--- config.mk ---
export PLATFORM = sky130hd
export DESIGN_NAME = fetch_stage
export DESIGN_NICKNAME = d
export VERILOG_FILES = /design/src/rtl/fetch_stage.sv
export SDC_FILE = /design/constraint.sdc
export NUM_CORES = 1
export LEC_CHECK = 0
export CORE_ASPECT_RATIO = 1.4
export CORE_MARGIN = 2
export CORE_UTILIZATION = 37
export CTS_CLUSTER_SIZE = 40
export DETAILED_ROUTE_END_ITERATION = 10
export PLACE_DENSITY = 0.71
export SLEW_MARGIN = 20
export SYNTH_ARGS = -nofsm -noshare
export SYNTH_HDL_FRONTEND = slang
export SYNTH_SLANG_ARGS = --single-unit
--- constraint.sdc ---
create_clock -name i_clk -period 3.3 [get_ports i_clk]
set_input_delay 0.495 -clock i_clk [delete_from_list [all_inputs] [get_ports i_clk]]
set_output_delay 0.495 -clock i_clk [all_outputs]
set_load 0.02 [all_outputs]
--- src/rtl/fetch_stage.sv ---
// Instruction-fetch front end: owns the PC, runs a req/ack handshake to
// instruction memory and drives the fetch->decode pipeline register.
//
// Ports:
//   i_clk, i_arst                 clock, synchronous active-high reset
//   i_stall_fetch                 hold PC and output register
//   i_flush_decode                load a bubble into the output register
//   i_redirect, i_pc_target       taken branch/jump from exec
//   o_imem_req, o_imem_addr       memory request (addr = pc_q)
//   i_imem_ack, i_imem_rdata      memory response, rdata valid in the ack cycle
//   o_instruction, o_pc,
//   o_pc_plus4                    registered outputs to decode
module fetch_stage #(
    parameter int unsigned             ADDR_WIDTH  = 64,
    parameter int unsigned             INSTR_WIDTH = 32,
    parameter logic [ADDR_WIDTH-1:0]   RESET_PC    = '0,
    parameter logic [INSTR_WIDTH-1:0]  NOP_INSTR   = 32'h0000_0013
) (
    input  logic                   i_clk,
    input  logic                   i_arst,
    input  logic                   i_stall_fetch,
    input  logic                   i_flush_decode,
    input  logic                   i_redirect,
    input  logic [ADDR_WIDTH-1:0]  i_pc_target,
    output logic                   o_imem_req,
    output logic [ADDR_WIDTH-1:0]  o_imem_addr,
    input  logic                   i_imem_ack,
    input  logic [INSTR_WIDTH-1:0] i_imem_rdata,
    output logic [INSTR_WIDTH-1:0] o_instruction,
    output logic [ADDR_WIDTH-1:0]  o_pc,
    output logic [ADDR_WIDTH-1:0]  o_pc_plus4
);

    typedef enum logic [1:0] {StFetch, StHold, StKill} state_e;

    state_e                 state_q, state_d;
    logic [ADDR_WIDTH-1:0]  pc_q, pc_d;
    logic [ADDR_WIDTH-1:0]  saved_tgt_q, saved_tgt_d;
    logic [INSTR_WIDTH-1:0] skid_instr_q, skid_instr_d;
    logic [INSTR_WIDTH-1:0] out_instr_q, out_instr_d;
    logic [ADDR_WIDTH-1:0]  out_pc_q, out_pc_d;
    logic [ADDR_WIDTH-1:0]  out_pc4_q, out_pc4_d;

    logic [ADDR_WIDTH-1:0]  tgt;
    logic [ADDR_WIDTH-1:0]  pc_plus4;
    logic                   load_bubble;

    // No compressed ISA: targets are always word aligned.
    assign tgt      = {i_pc_target[ADDR_WIDTH-1:2], 2'b00};
    assign pc_plus4 = pc_q + ADDR_WIDTH'(4);

    assign o_imem_req    = !i_arst && (state_q == StFetch || state_q == StKill);
    assign o_imem_addr   = pc_q;
    assign o_instruction = out_instr_q;
    assign o_pc          = out_pc_q;
    assign o_pc_plus4    = out_pc4_q;

    always_comb begin
        state_d      = state_q;
        pc_d         = pc_q;
        saved_tgt_d  = saved_tgt_q;
        skid_instr_d = skid_instr_q;
        out_instr_d  = out_instr_q;
        out_pc_d     = out_pc_q;
        out_pc4_d    = out_pc4_q;
        load_bubble  = 1'b0;

        case (state_q)
            StFetch: begin
                if (i_redirect) begin
                    load_bubble = 1'b1;
                    if (i_imem_ack) begin
                        pc_d = tgt;
                    end else begin
                        // Request still outstanding: addr must stay put until its ack.
                        saved_tgt_d = tgt;
                        state_d     = StKill;
                    end
                end else if (i_imem_ack && !i_stall_fetch) begin
                    out_instr_d = i_imem_rdata;
                    out_pc_d    = pc_q;
                    out_pc4_d   = pc_plus4;
                    pc_d        = pc_plus4;
                end else if (i_imem_ack) begin
                    // pc_q keeps the address of the buffered instruction.
                    skid_instr_d = i_imem_rdata;
                    state_d      = StHold;
                end else if (!i_stall_fetch) begin
                    load_bubble = 1'b1;
                end
            end
            StHold: begin
                if (i_redirect) begin
                    load_bubble = 1'b1;
                    pc_d        = tgt;
                    state_d     = StFetch;
                end else if (!i_stall_fetch) begin
                    out_instr_d = skid_instr_q;
                    out_pc_d    = pc_q;
                    out_pc4_d   = pc_plus4;
                    pc_d        = pc_plus4;
                    state_d     = StFetch;
                end
            end
            StKill: begin
                if (i_redirect) begin
                    saved_tgt_d = tgt;
                end
                if (i_imem_ack) begin
                    pc_d    = i_redirect ? tgt : saved_tgt_q;
                    state_d = StFetch;
                end
                if (i_redirect || !i_stall_fetch) begin
                    load_bubble = 1'b1;
                end
            end
            default: state_d = StFetch;
        endcase

        if (load_bubble || i_flush_decode) begin
            out_instr_d = NOP_INSTR;
            out_pc_d    = '0;
            out_pc4_d   = '0;
        end
    end

    always_ff @(posedge i_clk) begin
        if (i_arst) begin
            state_q      <= StFetch;
            pc_q         <= RESET_PC;
            saved_tgt_q  <= '0;
            skid_instr_q <= NOP_INSTR;
            out_instr_q  <= NOP_INSTR;
            out_pc_q     <= '0;
            out_pc4_q    <= '0;
        end else begin
            state_q      <= state_d;
            pc_q         <= pc_d;
            saved_tgt_q  <= saved_tgt_d;
            skid_instr_q <= skid_instr_d;
            out_instr_q  <= out_instr_d;
            out_pc_q     <= out_pc_d;
            out_pc4_q    <= out_pc4_d;
        end
    end

endmodule

# Word level (Yosys, flattened, before mapping)
# Index checks and enable logic that the tools add are counted.
# word_totals
regBits,322
input_bits,102
output_inout_bits,225
# op_classes
n_mux,39
reduce_logical,17
eq_ne,15
n_addsub,1
bitwise_logic,2
# op_table
operator,n
64-bit two-way mux,15
64-bit one-hot mux with 2 select lines,3
64-bit one-hot mux with 3 select lines,1
32-bit two-way mux,4
"64-bit by 3-bit adder with 64-bit output, second input constant",1
32-bit one-hot mux with 2 select lines,1
"3-bit inequality test, second input constant",5
5-bit AND reduction,3
2-bit two-way mux,7
"2-bit inequality test, second input constant",6
1-bit two-way mux,6
2-bit one-hot mux with 3 select lines,1
4-bit AND reduction,1
2-bit nonzero test,2
1-bit logical OR,3
"3-bit by 2-bit inequality test with 1-bit output, second input constant",1
1-bit one-hot mux with 3 select lines,1
3-bit AND reduction,1
3-bit nonzero test,1
"2-bit by 1-bit equality test with 1-bit output, second input constant",1
"2-bit equality test, second input constant",1
1-bit logical AND,2
1-bit logical NOT,2
2-bit logical NOT,1
3 further kinds,4

# Logic depth before layout (Yosys ltp)
# Gate-level depths: netlist of run 1.
# depth
depth_word,7
ltp_mapped,9
ltp_nobuf,6

# Least setup slack after synthesis of run 1
# Ideal clock, no wire load.
# synth_timing
path_kind,register -> register
startpoint,"register pc_q[2], in the netlist o_imem_addr[2]"
endpoint,"register pc_q[52], in the netlist o_imem_addr[52]"
required_time_ns,3.168
period_less_slack_ns,2.655
n_path_buf,0
arrival_time_ns,2.523
setup_slack_ns,0.645
path_stages_with_launch,7
cell_sequence,dfxtp_1 > ha_1 > nand3_2 > or4_1 > nor4b_1 > a31oi_1 > or3b_2
# synth_between
elab_chain_len,4
# synth_rtl
item,line,rtl
from (decl),37,"logic [ADDR_WIDTH-1:0] pc_q, pc_d;"
from (signal assigned),138,pc_q <= pc_d;
64-bit by 3-bit adder with 64-bit output *,50,assign pc_plus4 = pc_q + ADDR_WIDTH'(4);
64-bit two-way mux (on tied branches),"97, 79",
64-bit two-way mux (on tied branches),"93, 70",
64-bit one-hot mux with 3 select lines *,68,case (state_q)
# Every way passes the cells marked *; elsewhere a longest branch is shown, timed or not. The select of a mux whose other input is x is not followed.
# A chain may end at the register's enable or synchronous reset.

# Final worst setup path of run 1
# layout_timing
startpoint,"register pc_q[7], in the netlist o_imem_addr[7]"
endpoint,"register pc_q[52], in the netlist o_imem_addr[52]"
# Same word-level chain as after synthesis.

==> results of run 1 <==
-- worst max-delay path by stage --
stage	to	cells after the start
finish	o_imem_addr[52]	5
global route	o_imem_addr[52]	5
CTS	o_imem_addr[52]	5
global placement	o_imem_addr[52]	5
floorplan	o_imem_addr[52]	6
detailed placement	o_imem_addr[52]	5
-- power groups by stage --
| stage | registers (mW) | clock network (mW) | logic, mW |
|---|---|---|---|
| after floorplan | 4.27 | 0 | 0.602 |
| after detailed placement | 4.25 | 0 | 1.23 |
| after CTS | 4.16 | 4.17 | 1.24 |
| after global routing | 4.18 | 4.32 | 1.34 |
| final | 4.17 | 4.10 | 1.25 |
| after global placement | 4.24 | 0 | 1.22 |
-- metal layers --
layer | global-route usage (%) | routed length [µm] | part of all wire, % | up-vias
li1 | - | - | - | 7260
met4 | 13.55 | 2823 | 5.1 | 2
met5 | 0 | 13 | 0.024 | -
met3 | 4.610 | 3710 | 6.7 | 145
met2 | 44.13 | 27050 | 49 | 607
met1 | 30.59 | 21530 | 39 | 7280
-- layout make-up --
type                            instances  area, µm²  area share, %
Antenna cell                            4      10.01        0.05060
Tap cell                              528      660.6          3.340
Clock inverter                         14      182.7         0.9235
Multi-Input combinational cell       1381       7526          38.05
Sequential cell                       320       6406          32.39
Inverter                               25      93.84         0.4744
Clock buffer                           46       1010          5.105
Timing Repair Buffer                  401       3891          19.67
-- synthesized netlist by cell type (30+ instances only) --
master,count
nand2_1,422
dfxtp_1,320
a21oi_1,231
clkbuf_1,156
o21ai_0,109
nor2_1,106
a211oi_1,58
nand3_1,43
o211ai_1,42
a31oi_1,35
mux2i_1,34
nand4_1,32
nor3_1,32
xnor2_1,30
-- metrics by stage --
step	total power, mW	util [%]	setup WS, ns	hold slack [ns]
floorplan	4.871	-	0.6449	0.4319
global placement	5.457	47.30	0.4768	0.4377
detailed placement	5.481	47.30	0.3344	0.4425
CTS	9.573	50.33	0.3060	0.3331
global route	9.833	50.36	0.2197	0.3501
finish	9.516	50.36	0.2599	0.3471
-- cells by family (layout without fill, tap and decap cells) --
kind of cell               after synthesis  after routing  share of synthesized area, %
and+or+nand+nor                        758            758                         23.61
AOI/OAI and AO/OA                      551            551                         22.68
DFF                                    320            320                         43.63
buffers and inverters                  208            486                         5.471
xor gates and xnor gates                37             37                         2.207
muxes                                   34             34                         2.318
adders and majority gates                1              1                       0.08520
other                                    0              4                             0
-- critical path: stages, from the launching register on --
cell     delay (ns)
dfxtp_1        0.48
nand4_2        0.33
or4_1          0.76
nor4b_1        0.71
a31oi_1        0.17
or3b_2         0.46
-- state kept, by name (all words and copies together), names as in the netlist --
signal	cells
o_imem_addr	64
o_instruction	32
o_pc	64
o_pc_plus4	62
saved_tgt_q	64
skid_instr_q	32
state_q	2
==> results.py, run 1 <==
metrics = {
    "placement": {
        "port_buffers": 324,
        "placed_cell_area_um2": 18580,
        "dp.cells": 2655,
        "gp_congestion": 0.9449,
        "dp_hpwl_mm": 38.50,
    },
    "layout": {
        "fillCellCount": 3741,
        "fin_cells": 2719,
        "final_layout_size_suffix_gt1_share_pct": 7.636,
        "area.growth.synth_to_final_pct": 34.72,
        "layout_common_cells": "422 x nand2_1, 322 x clkdlybuf4s50_1, 320 x dfxtp_1",
        "final_common_cell": "nand2_1",
        "final_area_um2": 19780,
        "nNetsFinal": 2266,
    },
    "yosys": {
        "ys_warn_count": 0,
        "syn_nets": 2012,
        "ys_seq_elements": 320,
        "synth_area_um2": 14680,
        "synth_ff_type": "dfxtp_1",
        "ys_seq_area_share_pct": 43.63,
        "synth_cell_types": 67,
        "synthCells": 1909,
        "syn_avg_cell_area_um2": 7.691,
        "synth_top_area_share_pct": 43.63,
        "synthArstFlopShare_pct": 0,
        "synth_area_leaders": "dfxtp_1 44%, nand2_1 11%, a21oi_1 7.9%",
        "synth_edf_count": 0,
        "synth_area_leader_cell": "dfxtp_1",
    },
    "worst_setup_path": {
        "rr_worst_depth": 5,
        "start_kind": "flop",
        "regToRegStartpoint": "o_imem_addr[7]",
        "r2r_setup_slack_ns": 0.26,
        "worstSetupPathType": "flop to flop",
        "critPathMaxFanout": 8,
        "required_ns": 3.70,
        "startpoint": "o_imem_addr[7]",
        "critPathCaptureType": "flop",
        "arrival_ns": 3.44,
        "r2r_end": "o_imem_addr[52]",
    },
    "clock_tree": {
        "holdBufCountCts": 0,
        "post-cts-setup-buffers": 0,
        "cts_tree": "done",
        "numCtsBuffers": 34,
        "cts-resized-gates": 0,
        "htreeDepth": 2,
        "cts_sinks": 320,
        "clk_latency_ns": 0.53,
        "clk_pin_slew_worst_paths_ns": 0.07,
        "clockBufferDepth": 3,
        "cts-root-buf": "clkbuf_16",
    },
    "global_routing": {
        "grt_pass1_wl_mm": 83.40,
        "grt_pass1_vias": 14601,
        "antenna_found_initial": 4,
        "grt_usage_pct": 25.82,
        "grt_overflow": 0,
        "grt_max_degree": 129,
    },
    "routing": {
        "ant_nets": 0,
        "wire_per_inst_um": 20.27,
        "drtIter0Drc": 1097,
        "vias": 15294,
        "drt_first_pass_iters": 5,
        "drc": 0,
        "vias_per_cell": 5.625,
        "wirelength_mm": 55.12,
    },
    "pwr": {
        "clkPwrFrac_pct": 43.1,
        "p_comb_share_pct": 13.1,
        "p_seq_share_pct": 43.8,
        "p_leak_nw": 6.707,
        "irDropWorstVdd_mv": 0.3853,
        "p_per_area_nw_per_um2": 481.1,
        "p_sw_mw": 2.547,
        "swShare_pct": 26.77,
        "p_int_mw": 6.969,
    },
    "floorplanning": {
        "die_h_um": 239.7,
        "die_w_um": 172.4,
        "die_area_um2": 41320,
        "coreArea_um2": 39280,
        "ios": 327,
        "num_rows": 86,
        "initial_core_util_pct": 37.38,
    },
    "timing": {
        "clock.fmax_mhz": 328.9,
        "finalCriticalPeriod_ns": 3.040,
        "fin_worst_skew_ns": 0.01452,
        "slew_headroom_pct": 38.56,
        "max_slew.worst_pin.slew_ns": 0.9182,
        "tns_ns": 0,
        "rsz0062_at_grt": "no",
        "setup_viol": 0,
        "fin_crit_sh_pct": 92.12,
        "final_hold_viol_count": 0,
        "finalMaxSlewViolations": 0,
    },
    "outcome": {
        "outcome": "complete, no violations",
    },
    "hold_path": {
        "hold_start": "i_arst",
        "hold_path.class": "input port to flop",
        "min_to": "skid_instr_q[27]",
        "hold_depth": 2,
    },
    "job": {
        "maxCapViolCount": 0,
    },
}
No activity file was read; power rests on OpenSTA's default activity.
==> inputs of run 2 (changes only) <==
CORE_UTILIZATION = 40   (was 37)
PLACE_DENSITY = 0.75   (was 0.71)
==> run 2 against run 1 <==
Effect of this change: non-clock buffer count down 5; largest power group unchanged; clock power fell by 5.1%; total power shrank 2.4%; critical endpoint is now o_pc_plus4[47]; die area fell by 7.4%; cell area is 0.95% lower; critical path depth up 2; combinational power is essentially flat; via count grew 1.6%; cell count down 2.5%; core utilization is 3.4 points higher.
==> results.py, run 2 (synthesis gave the netlist of run 1 again) <==
metrics = {
    "routing": {
        "drc": 0,
        "drt_first_pass_iters": 5,
        "vias_per_cell": 5.865,
        "vias": 15543,
        "drtIter0Drc": 1405,
        "wirelength_mm": 53.64,
        "ant_nets": 0,
        "wire_per_inst_um": 20.24,
    },
    "layout": {
        "final_layout_size_suffix_gt1_share_pct": 7.333,
        "area.growth.synth_to_final_pct": 33.43,
        "final_common_cell": "nand2_1",
        "layout_common_cells": "422 x nand2_1, 322 x clkdlybuf4s50_1, 320 x dfxtp_1",
        "fin_cells": 2650,
        "nNetsFinal": 2261,
    },
    "floorplanning": {
        "die_w_um": 165.9,
        "die_area_um2": 38280,
        "num_rows": 83,
        "ios": 327,
        "initial_core_util_pct": 40.28,
        "die_h_um": 230.7,
        "coreArea_um2": 36450,
    },
    "worst_setup_path": {
        "critPathMaxFanout": 10,
        "rr_worst_depth": 7,
        "cpLargestDelayFamily": "simple AND/OR/NAND/NOR gates",
        "critPathCaptureType": "flop",
        "r2r_end": "o_pc_plus4[47]",
        "crit_buf_inv": 2,
        "start_kind": "flop",
        "worstSetupPathType": "flop to flop",
        "crit_path_cell_trace": "nand4_4, or4_1, buf_4, nor4_1, buf_4, xnor2_1, a21oi_1",
        "cpMostUsedCell": "buf_4",
        "r2r_setup_slack_ns": 0.15,
        "arrival_ns": 3.55,
        "crit_slowest_cell": "or4_1",
        "critPathMaxStageDelay_ns": 0.78,
        "regToRegStartpoint": "o_imem_addr[11]",
        "required_ns": 3.70,
    },
    "job": {
        "maxCapViolCount": 0,
    },
    "pwr": {
        "p_total_mw": 9.290,
        "p_per_area_nw_per_um2": 474.2,
        "irDropWorstVdd_mv": 0.4559,
        "p_leak_nw": 6.636,
    },
    "clock_tree": {
        "clk_latency_ns": 0.53,
        "clk_pin_slew_worst_paths_ns": 0.06,
        "cts-root-buf": "clkbuf_16",
        "post-cts-setup-buffers": 0,
        "cts_sinks": 320,
        "cts_tree": "done",
        "cts-resized-gates": 0,
        "numCtsBuffers": 34,
        "clockBufferDepth": 3,
        "holdBufCountCts": 0,
        "htreeDepth": 2,
    },
    "global_routing": {
        "grt_pass1_wl_mm": 81.70,
        "grt_usage_pct": 26.50,
        "grt_overflow": 0,
        "antenna_found_initial": 1,
        "grt_pass1_vias": 14402,
        "grt_max_degree": 75,
    },
    "timing": {
        "fin_crit_sh_pct": 95.60,
        "max_slew.worst_pin.slew_ns": 1.049,
        "finalCriticalPeriod_ns": 3.155,
        "slew_headroom_pct": 29.98,
        "clock.fmax_mhz": 317.0,
        "rsz0062_at_grt": "no",
        "finalWorstSetupSlack_ns": 0.1453,
        "fin_worst_skew_ns": 0.01025,
        "setup_viol": 0,
        "final_hold_viol_count": 0,
        "tns_ns": 0,
        "finalMaxSlewViolations": 0,
    },
    "placement": {
        "port_buffers": 324,
        "detailedPlace.worstSlack_ns": 0.3433,
        "dp_hpwl_mm": 37.35,
        "gp_congestion": 0.9559,
        "dp.cells": 2589,
    },
    "hold_path": {
        "hold_depth": 3,
        "hold_path.class": "input port to flop",
        "min_to": "state_q[1]",
        "hold_start": "i_redirect",
    },
    "outcome": {
        "outcome": "complete, no violations",
    },
}
## run 2: cell count changes in the layout (fill, tap and decap cells not counted)
cell and delta:
buf_4 -5, bufinv_16 -3, clkbuf_1 +2, clkbuf_8 +1, clkinv_2 -1, clkinv_4 -1, clkinvlp_4 +2, diode_2 -3
## run 2: report_power, final
| group | internal, mW | switching (mW) |
|---|---|---|
| Sequential | 4.00 | 0.182 |
| Combinational | 0.501 | 0.726 |
| Clock | 2.26 | 1.63 |
| Total | 6.76 | 2.53 |
## run 2: layout make-up
type,instances,area (µm²)
Fill cell,3348,16860
Multi-Input combinational cell,1381,7526
Sequential cell,320,6406
Timing Repair Buffer,396,3854
Clock buffer,49,1031
Tap cell,467,584.3
Clock inverter,11,93.84
Inverter,25,93.84
Antenna cell,1,2.502
## run 2: worst max-delay path by stage
stage               cells after the start             from               to
CTS                                     8   o_imem_addr[2]  o_imem_addr[56]
global route                            7   o_imem_addr[7]  o_imem_addr[47]
finish                                  7  o_imem_addr[11]   o_pc_plus4[47]
detailed placement                      7   o_imem_addr[7]  o_imem_addr[47]
floorplan                               6   o_imem_addr[2]  o_imem_addr[52]
global placement                        8   o_imem_addr[2]  o_imem_addr[56]
## run 2: tightest hold or removal path, delay by kind of cell
family	cells	cell delay, ns
AND/OR/NAND/NOR	2	0.18
buffers and inverters	1	0.11
## run 2: per-layer routing
layer / up-vias / GRT usage [%] / wire, µm
li1: 7257 / - / -
met4: 0 / 14.81 / 3132
met5: - / 0 / 0
met2: 746 / 44.96 / 25690
met3: 186 / 4.577 / 3722
met1: 7354 / 31.79 / 21100
## run 2: through the flow
stage / util [%] / hold slack (ns) / cell area [µm²]
after global routing: 53.75 / 0.3251 / 19590
after CTS: 53.74 / 0.2934 / 19590
final: 53.75 / 0.3179 / 19590
after global placement: 50.65 / 0.4373 / 18460
after detailed placement: 50.65 / 0.4459 / 18460
after floorplan: - / 0.4319 / 14680
